### config.mk
export PLATFORM = sky130hd
export DESIGN_NAME = uart_cmd_tx_flat
export DESIGN_NICKNAME = d
export VERILOG_FILES = /design/src/rtl/uart_cmd_tx_if.sv /design/src/rtl/uart_cmd_tx.sv /design/src/flat_wrapper.sv
export SDC_FILE = /design/constraint.sdc
export NUM_CORES = 1
export LEC_CHECK = 0
export ABC_AREA = 1
export ABC_CLOCK_PERIOD_IN_PS = 1650
export CORE_ASPECT_RATIO = 1.25
export CORE_MARGIN = 4
export CORE_UTILIZATION = 30
export CTS_CLUSTER_SIZE = 14
export DETAILED_ROUTE_END_ITERATION = 16
export PLACE_DENSITY = 0.47
export RECOVER_POWER = 100
export SYNTH_ARGS = -nofsm -noshare
export SYNTH_HDL_FRONTEND = slang
export SYNTH_SLANG_ARGS = --single-unit
### constraint.sdc
create_clock -name sys_clk -period 1.65 [get_ports sys_clk]
set_input_delay 0.2475 -clock sys_clk [delete_from_list [all_inputs] [get_ports sys_clk]]
set_output_delay 0.2475 -clock sys_clk [all_outputs]
set_load 0.005 [all_outputs]
### src/rtl/uart_cmd_tx_if.sv
// Command handshake between the configuration host and the frame transmitter.
// The master side issues one command at a time; the slave reports readiness.
interface uart_cmd_tx_if;
    logic        cmd_valid;
    logic        cmd_ready;
    logic [1:0]  cmd_type;
    logic [11:0] cmd_x_pix;
    logic [11:0] cmd_y_pix;
    logic        cmd_vid_format;
    logic [1:0]  cmd_algorithm;
    logic [8:0]  cmd_bi_a;

    modport master (
        output cmd_valid, cmd_type, cmd_x_pix, cmd_y_pix,
               cmd_vid_format, cmd_algorithm, cmd_bi_a,
        input  cmd_ready
    );

    modport slave (
        input  cmd_valid, cmd_type, cmd_x_pix, cmd_y_pix,
               cmd_vid_format, cmd_algorithm, cmd_bi_a,
        output cmd_ready
    );
endinterface

### src/rtl/uart_cmd_tx.sv
// Serializes one scaler configuration command into the receiver's AA 55 byte frame
// and feeds it byte by byte to a UART byte transmitter via a start/done handshake.
module uart_cmd_tx #(
    parameter int X_MIN        = 161,
    parameter int X_MAX        = 1920,
    parameter int Y_MIN        = 121,
    parameter int Y_MAX        = 1080,
    parameter int BYTE_GAP     = 16,
    parameter int DONE_TIMEOUT = 100000
) (
    input  logic         sys_clk,
    input  logic         sys_rst,
    uart_cmd_tx_if.slave cmd,
    output logic         uart_tx_en,
    output logic [7:0]   uart_tx_data,
    input  logic         uart_tx_done,
    output logic         frame_done,
    output logic         frame_err,
    output logic         busy
);
    localparam int CNT_MAX = (DONE_TIMEOUT > BYTE_GAP) ? DONE_TIMEOUT : BYTE_GAP;
    localparam int CNT_W   = $clog2(CNT_MAX + 1);

    typedef enum logic [2:0] {
        S_IDLE, S_LOAD, S_SEND, S_WAIT, S_GAP, S_DONE
    } state_t;

    state_t           r_state;
    state_t           w_next;
    logic [7:0]       r_buf [6];
    logic [2:0]       r_idx;
    logic [2:0]       r_len;
    logic [CNT_W-1:0] r_cnt;
    logic [7:0]       r_tx_data;

    logic             w_last;
    logic             w_tmo_hit;
    logic             w_gap_end;
    logic [11:0]      w_x;
    logic [11:0]      w_y;

    function automatic logic [11:0] clamp(input logic [11:0] v, input int lo, input int hi);
        if (int'(v) <= lo)
            return 12'(lo);
        else if (int'(v) >= hi)
            return 12'(hi);
        else
            return v;
    endfunction

    assign w_x       = clamp(cmd.cmd_x_pix, X_MIN, X_MAX);
    assign w_y       = clamp(cmd.cmd_y_pix, Y_MIN, Y_MAX);
    assign w_last    = (r_idx == r_len - 3'd1);
    assign w_tmo_hit = (r_cnt == CNT_W'(DONE_TIMEOUT - 1));
    // With no gap configured the counter is never consulted; GAP is skipped entirely.
    assign w_gap_end = (BYTE_GAP == 0) ? 1'b1 : (r_cnt == CNT_W'(BYTE_GAP - 1));

    assign cmd.cmd_ready = (r_state == S_IDLE);
    assign busy          = (r_state != S_IDLE);
    assign uart_tx_data  = r_tx_data;

    always_ff @(posedge sys_clk) begin
        if (sys_rst)
            r_state <= S_IDLE;
        else
            r_state <= w_next;
    end

    always_comb begin
        w_next     = r_state;
        uart_tx_en = 1'b0;
        frame_done = 1'b0;
        frame_err  = 1'b0;
        unique case (r_state)
            S_IDLE: if (cmd.cmd_valid) w_next = S_LOAD;
            S_LOAD: w_next = S_SEND;
            S_SEND: begin
                uart_tx_en = 1'b1;
                w_next     = S_WAIT;
            end
            S_WAIT: begin
                if (uart_tx_done) begin
                    if (BYTE_GAP == 0)
                        w_next = w_last ? S_DONE : S_LOAD;
                    else
                        w_next = S_GAP;
                end else if (w_tmo_hit) begin
                    frame_err = 1'b1;
                    w_next    = S_IDLE;
                end
            end
            S_GAP: if (w_gap_end) w_next = w_last ? S_DONE : S_LOAD;
            S_DONE: begin
                frame_done = 1'b1;
                w_next     = S_IDLE;
            end
            default: w_next = S_IDLE;
        endcase
    end

    always_ff @(posedge sys_clk) begin
        if (sys_rst) begin
            r_idx     <= 3'd0;
            r_len     <= 3'd0;
            r_cnt     <= '0;
            r_tx_data <= 8'h00;
            for (int i = 0; i < 6; i++) r_buf[i] <= 8'h00;
        end else begin
            unique case (r_state)
                S_IDLE: begin
                    if (cmd.cmd_valid) begin
                        r_idx    <= 3'd0;
                        r_cnt    <= '0;
                        r_buf[0] <= 8'hAA;
                        r_buf[1] <= 8'h55;
                        unique case (cmd.cmd_type)
                            2'd0: begin
                                r_buf[2] <= {4'h0, w_x[11:8]};
                                r_buf[3] <= w_x[7:0];
                                r_buf[4] <= {4'h0, w_y[11:8]};
                                r_buf[5] <= w_y[7:0];
                                r_len    <= 3'd6;
                            end
                            2'd1: begin
                                r_buf[2] <= 8'hCF;
                                r_buf[3] <= {7'b0, cmd.cmd_vid_format};
                                r_buf[4] <= 8'h00;
                                r_buf[5] <= 8'h00;
                                r_len    <= 3'd4;
                            end
                            2'd2: begin
                                r_buf[2] <= 8'h3F;
                                r_buf[3] <= {6'b0, cmd.cmd_algorithm};
                                r_buf[4] <= 8'h00;
                                r_buf[5] <= 8'h00;
                                r_len    <= 3'd4;
                            end
                            default: begin
                                r_buf[2] <= 8'hAF;
                                r_buf[3] <= {7'b0, cmd.cmd_bi_a[8]};
                                r_buf[4] <= cmd.cmd_bi_a[7:0];
                                r_buf[5] <= 8'h00;
                                r_len    <= 3'd5;
                            end
                        endcase
                    end
                end
                S_LOAD: r_tx_data <= r_buf[r_idx];
                S_SEND: r_cnt <= '0;
                S_WAIT: begin
                    if (uart_tx_done) begin
                        r_cnt <= '0;
                        if (BYTE_GAP == 0 && !w_last) r_idx <= r_idx + 3'd1;
                    end else begin
                        r_cnt <= r_cnt + 1'b1;
                    end
                end
                S_GAP: begin
                    if (w_gap_end) begin
                        r_cnt <= '0;
                        if (!w_last) r_idx <= r_idx + 3'd1;
                    end else begin
                        r_cnt <= r_cnt + 1'b1;
                    end
                end
                S_DONE: r_idx <= 3'd0;
                default: r_idx <= 3'd0;
            endcase
        end
    end
endmodule

### src/flat_wrapper.sv
// flat-port wrapper written by rule: the top's interface ports become plain ports
module uart_cmd_tx_flat 
#(
    parameter int X_MIN        = 161,
    parameter int X_MAX        = 1920,
    parameter int Y_MIN        = 121,
    parameter int Y_MAX        = 1080,
    parameter int BYTE_GAP     = 16,
    parameter int DONE_TIMEOUT = 100000
)
  (sys_clk, sys_rst, uart_tx_en, uart_tx_data, uart_tx_done, frame_done, frame_err, busy, cmd_cmd_valid, cmd_cmd_type, cmd_cmd_x_pix, cmd_cmd_y_pix, cmd_cmd_vid_format, cmd_cmd_algorithm, cmd_cmd_bi_a, cmd_cmd_ready);
  uart_cmd_tx_if cmd_i ();
  input  logic sys_clk;
  input  logic sys_rst;
  output logic uart_tx_en;
  output logic [7:0] uart_tx_data;
  input  logic uart_tx_done;
  output logic frame_done;
  output logic frame_err;
  output logic busy;
  input wire logic [$bits(cmd_i.cmd_valid)-1:0] cmd_cmd_valid;
  input wire logic [$bits(cmd_i.cmd_type)-1:0] cmd_cmd_type;
  input wire logic [$bits(cmd_i.cmd_x_pix)-1:0] cmd_cmd_x_pix;
  input wire logic [$bits(cmd_i.cmd_y_pix)-1:0] cmd_cmd_y_pix;
  input wire logic [$bits(cmd_i.cmd_vid_format)-1:0] cmd_cmd_vid_format;
  input wire logic [$bits(cmd_i.cmd_algorithm)-1:0] cmd_cmd_algorithm;
  input wire logic [$bits(cmd_i.cmd_bi_a)-1:0] cmd_cmd_bi_a;
  output wire logic [$bits(cmd_i.cmd_ready)-1:0] cmd_cmd_ready;
  assign cmd_i.cmd_valid = cmd_cmd_valid;
  assign cmd_i.cmd_type = cmd_cmd_type;
  assign cmd_i.cmd_x_pix = cmd_cmd_x_pix;
  assign cmd_i.cmd_y_pix = cmd_cmd_y_pix;
  assign cmd_i.cmd_vid_format = cmd_cmd_vid_format;
  assign cmd_i.cmd_algorithm = cmd_cmd_algorithm;
  assign cmd_i.cmd_bi_a = cmd_cmd_bi_a;
  assign cmd_cmd_ready = cmd_i.cmd_ready;
  uart_cmd_tx #(.X_MIN(X_MIN), .X_MAX(X_MAX), .Y_MIN(Y_MIN), .Y_MAX(Y_MAX), .BYTE_GAP(BYTE_GAP), .DONE_TIMEOUT(DONE_TIMEOUT)) u_core (.sys_clk(sys_clk), .sys_rst(sys_rst), .cmd(cmd_i), .uart_tx_en(uart_tx_en), .uart_tx_data(uart_tx_data), .uart_tx_done(uart_tx_done), .frame_done(frame_done), .frame_err(frame_err), .busy(busy));
endmodule
* Word-level counts from Yosys, hierarchy flattened
Memory sizes are Yosys's and may differ from the RTL's. A register that Yosys moved wholly into a read port is not among the register bits.
Cells that the tools add are included.
W data, S select, Z words.
** Cells by class
- Equality and inequality tests :: 14
- Add/subtract/negate cells :: 3
- Order comparisons :: 4
- Bitwise gates (word level) :: 19
- Multiplexer cells :: 68
- Reduce and logical (&&, ||, !) cells :: 11
** Operators with widths (number)
- $mux W8 :: 18
- $pmux W17 S4 :: 1
- $mux W17 :: 3
- $mux W12 :: 4
- $mux W1 :: 31
- $ge A12 B11 Y1 const B :: 2
- $mux W3 :: 8
- $or A1 B1 Y1 :: 18
- $add A17 B1 Y17 const B :: 1
- $eq A17 B17 Y1 const B :: 1
- $eq A17 B4 Y1 const B :: 1
- $pmux W3 S5 :: 1
- $le A12 B7 Y1 const B :: 1
- $le A12 B8 Y1 const B :: 1
- $pmux W3 S3 :: 1
- $eq A3 B2 Y1 const B :: 2
- $eq A3 B3 Y1 const B :: 2
- $reduce_or A3 Y1 :: 2
- $ne A2 B2 Y1 const B :: 2
- $pmux W2 S2 :: 1
- $reduce_and A2 Y1 :: 2
- $reduce_and A4 Y1 :: 1
- $reduce_bool A4 Y1 :: 1
- $add A3 B1 Y3 const B :: 1
- 13 further kinds :: 13
** Storage, ports and cells
- RAM bits :: 48
- Output and inout bits :: 13
- Word-level logic and storage cells :: 124
- Bits in registers :: 26
- Input port bits :: 42
- Memories kept :: 1
** Memory list
- u_core.r_buf :: depth 6, bits a word 8, read ports 1, clocked after memory_dff 1, wr ports 6, line uart_cmd_tx.sv:30 : logic [7:0] r_buf [6];

* Longest topological paths before layout
- Depth in word-level cells :: 10
- Depth in mapped cells :: 11
- Mapped depth without buffers :: 11

* Worst setup path after synthesis
Ideal clock, no wire load.
- Kind :: flip-flop to flip-flop
- Start point :: register u_core.r_state[1]
- End point :: memory u_core.r_buf[2][0] (enable)
- Data required time :: 1.268 ns
- Path buffers :: 0
- Clock period less this slack :: 1.681 ns
- Setup slack :: -0.031 ns
- Setup time :: 0.382 ns
- Arrival time :: 1.299 ns
- Stages on the path, launching flop included :: 6
- Path through :: dfxtp_1 -> inv_2 -> nand2_4 -> nor2_8 -> nand2_4 -> nand2_1
** RTL lines
- from (decl) :: line uart_cmd_tx.sv:28 : state_t r_state;
- from (signal assigned) :: line uart_cmd_tx.sv:66 : r_state <= w_next;
- to (decl) :: line uart_cmd_tx.sv:30

* Worst setup path in the final report
- Start point :: register u_core.r_cnt[1]
- End point :: output frame_err
** Between the ends
- Longest elaborated chain between the ends :: 4
** RTL lines
- from (decl) :: line uart_cmd_tx.sv:33 : logic [CNT_W-1:0] r_cnt;
- from (signal assigned) :: line uart_cmd_tx.sv:155 : r_cnt <= r_cnt + 1'b1;
- from (signal assigned) :: line uart_cmd_tx.sv:163 : r_cnt <= r_cnt + 1'b1;
- $eq A17 B17 Y1 :: line uart_cmd_tx.sv:54 : assign w_tmo_hit = (r_cnt == CNT_W'(DONE_TIMEOUT - 1));
- $mux W1 :: line uart_cmd_tx.sv:87 : end else if (w_tmo_hit) begin
- $mux W1 :: line uart_cmd_tx.sv:82 : if (uart_tx_done) begin
- $mux W1 :: line uart_cmd_tx.sv:74 : unique case (r_state)
- to (decl) :: line flat_wrapper.sv:19 : output logic frame_err;
No other way between the ends.

==> qor.yml <==
global_route:
  gr-usage-met2: 0.290
  grt_pass1_vias: 4051
  grtUsageMet3: 0.0303
  grt_pass1_wl_microns: 18300
  gr-usage-met1: 0.158
  top_usage_layer: "met2"
  antenna_found_initial: 0
  grt_max_degree: 20
  grt_overflow: 0
  track_usage: 0.152
run:
  drv_cap: 0
die:
  fp.dieH_microns: 136
  start_util: 0.308
  num_rows: 46
  coreArea_sq_um: 12800
  die_x_microns: 110
  io_pins: 55
  dieArea_sq_um: 15000
layout:
  drive_gt1_frac: 0.223
  final_nets: 731
  antennaDiodeCount: 0
  final_cells: 859
  syn2layout_area_growth_pct: 44.8
  post-route-util: 0.446
synthesis:
  synth_flop_cell: "dfxtp_1"
  synth_top_area_frac: 0.244
  synthTopCellsByArea: "edfxtp_1 (24%), dfxtp_1 (18%), nand2_1 (11%)"
  synth.cell_area_sq_um: 3930
  ys_warn_count: 0
  syn_avg_cell_area_sq_um: 7.23
  synthArstFlopShare: 0
  synth_edf_count: 32
  synthCells: 544
  synth.yosys.seq_area_share: 0.422
  syn_nets: 589
  yosys_register_bits: 67
  yosysUniqueCellTypes: 39
  yosysTopAreaCell: "edfxtp_1"
  ys_top_cells_by_count: "nand2_1 (112), nor2_1 (95), inv_1 (74), nand3_1 (38), dfxtp_1 (35)"
  yosysMostFrequentCell: "nand2_1"
routing:
  drt-initial-drc-count: 178
  via_per_inst: 4.58
  drc_errors: 0
  vias: 3935
  ant_nets: 0
  dr.pass1.iters: 4
  post_drt_wl_per_cell_microns: 12.8
  wl_microns: 11000
clock_network:
  numCtsBuffers: 9
  cts_htree_levels: 3
  cts-root-buf: "clkbuf_16"
  cts_sinks: 67
  clock_latency_ns: 0.33
  cts_tree: "built"
  clockBufferDepth: 2
  cts.clk_slew.worst_paths_ns: 0.06
pwr:
  vdd_drop_max_v: 0.000596
  p_leak_nw: 2.60
  p_per_area_nw_per_um2: 1230
critical_path:
  path_max_fanout: 2
  crit_type: "flop to primary output"
  critPathArrivalTime_ns: 1.40
  cp-start-kind: "flop"
  cp.required_ns: 1.40
  end_kind: "primary output"
placed_design:
  dp_hpwl_microns: 8920
  dp_cells: 841
  port_buffers: 54
  post-place-ws_ns: -0.180
  gp_congestion: 0.832
timing:
  slew_violations: 0
  finalHoldViolCount: 0
  layout_setup_ws_ns: 0.00599
  setup_viol: 0
  hold_ws_ns: 0.509
  fin_skew_ns: 0.00518
  finalCritPeriodShare: 0.996
  min_period_ns: 1.64
  slew_headroom: 0.747
  rsz0062_at_grt: "yes"
  clock.fmax_mhz: 608
  worstMarginPinSlew_ns: 0.375
run_status:
  status: "completed"
hold_path:
  min_path_type: "flop to flop"
## worst max-delay path, cell delays in order, from the launching register on
cell and delay (ns):
dfxtp_2 0.35, ha_4 0.15, nand2_4 0.05, inv_2 0.06, nand2_2 0.06, nor3_2 0.10, nand4_1 0.09, nor2_1 0.09
buf_2 0.11
## cell usage in the layout (no fill, tap or decap), types with 4 or more instances in the layout
cell type	synthesis	final
nand2_1	112	107
nor2_1	95	90
buf_4	1	79
inv_1	74	75
clkdlybuf4s50_1	0	39
nand3_1	38	35
edfxtp_1	32	32
a21oi_1	32	31
o21ai_0	29	30
dfxtp_1	35	30
nand4_1	14	14
dlygate4sd3_1	0	10
clkbuf_16	0	9
nand3_2	4	7
o21bai_1	7	7
nand2_2	1	7
a31oi_1	6	6
nor2_4	1	6
nor3_2	3	5
nor3_1	7	5
clkbuf_2	0	5
dfxtp_2	0	5
nand2_4	5	4
dlygate4sd2_1	0	4
## per-layer routing
metal	vias to the layer above	wire (microns)	share of wire
met5	-	0	0
li1	2070	-	-
met3	28	441	0.040
met2	84	5840	0.53
met1	1753	4400	0.40
met4	0	350	0.032
## kinds of logic after synthesis
logic type	synth area share
compound gates	0.124
buf+inv	0.0922
fa+ha+maj	0.00954
flops	0.422
xor+xnor	0.0111
simple gates	0.341
## what timing repair did
item / in CTS / in global routing
endpoints found under the setup margin: 10 / 19
resized for setup: 26 / 17
buffers inserted: 0 / 2
pin swaps: 2 / 7
cloned: 0 / 0
hold buffers: 0 / 0
## cell type report
cell class / count / area [sq um]
fillers: 1338 / 7080
clock inverters: 7 / 83.8
repair buffers: 144 / 1200
flip-flops and latches: 67 / 1670
clock buffers: 9 / 225
multi-input cells: 384 / 2010
well taps: 168 / 210
inverters: 80 / 303
## report_power, final
group	switching, mW	total [mW]	internal (mW)
clock network	0.776	1.97	1.20
registers	0.200	2.38	2.18
logic	1.50	2.66	1.16
total	2.47	7.01	4.54
## state kept, by name, summed over array words and instances, names as in the netlist
signal and count:
u_core.r_idx 3, u_core.r_cnt 17, u_core.r_state 3, u_core.uart_tx_data 8, u_core.r_len 3, u_core.r_buf 33
## stage by stage
| step | total power, mW | TNS, ns | instance area, sq um |
|---|---|---|---|
| after floorplan | 3.78 | 0 | 3940 |
| after global placement | 5.14 | -4.83 | 5310 |
| after detailed placement | 5.15 | -4.53 | 5310 |
| after CTS | 7.20 | -0.0978 | 5670 |
| after global routing | 7.47 | -0.520 | 5700 |
| final | 7.01 | 0 | 5700 |
## final timing paths
| path | startpoint | end | slack (ns) | cells past startpoint |
|---|---|---|---|---|
| max | u_core.r_cnt[1]$_SDFFE_PP0P_ | frame_err | 0.006 | 8 |
| min | u_core.r_buf[1][4]$_SDFFE_PP1P_ | u_core.r_buf[1][4]$_SDFFE_PP1P_ | 0.51 | 2 |
| max reg2reg | u_core.r_state[1]$_SDFFE_PP0P_ | u_core.r_buf[3][0]$_SDFFCE_PN0P_ | 0.06 | 10 |
| min reg2reg | u_core.r_buf[1][4]$_SDFFE_PP1P_ | u_core.r_buf[1][4]$_SDFFE_PP1P_ | 0.51 | 2 |
No activity file was read; power rests on OpenSTA's default activity.
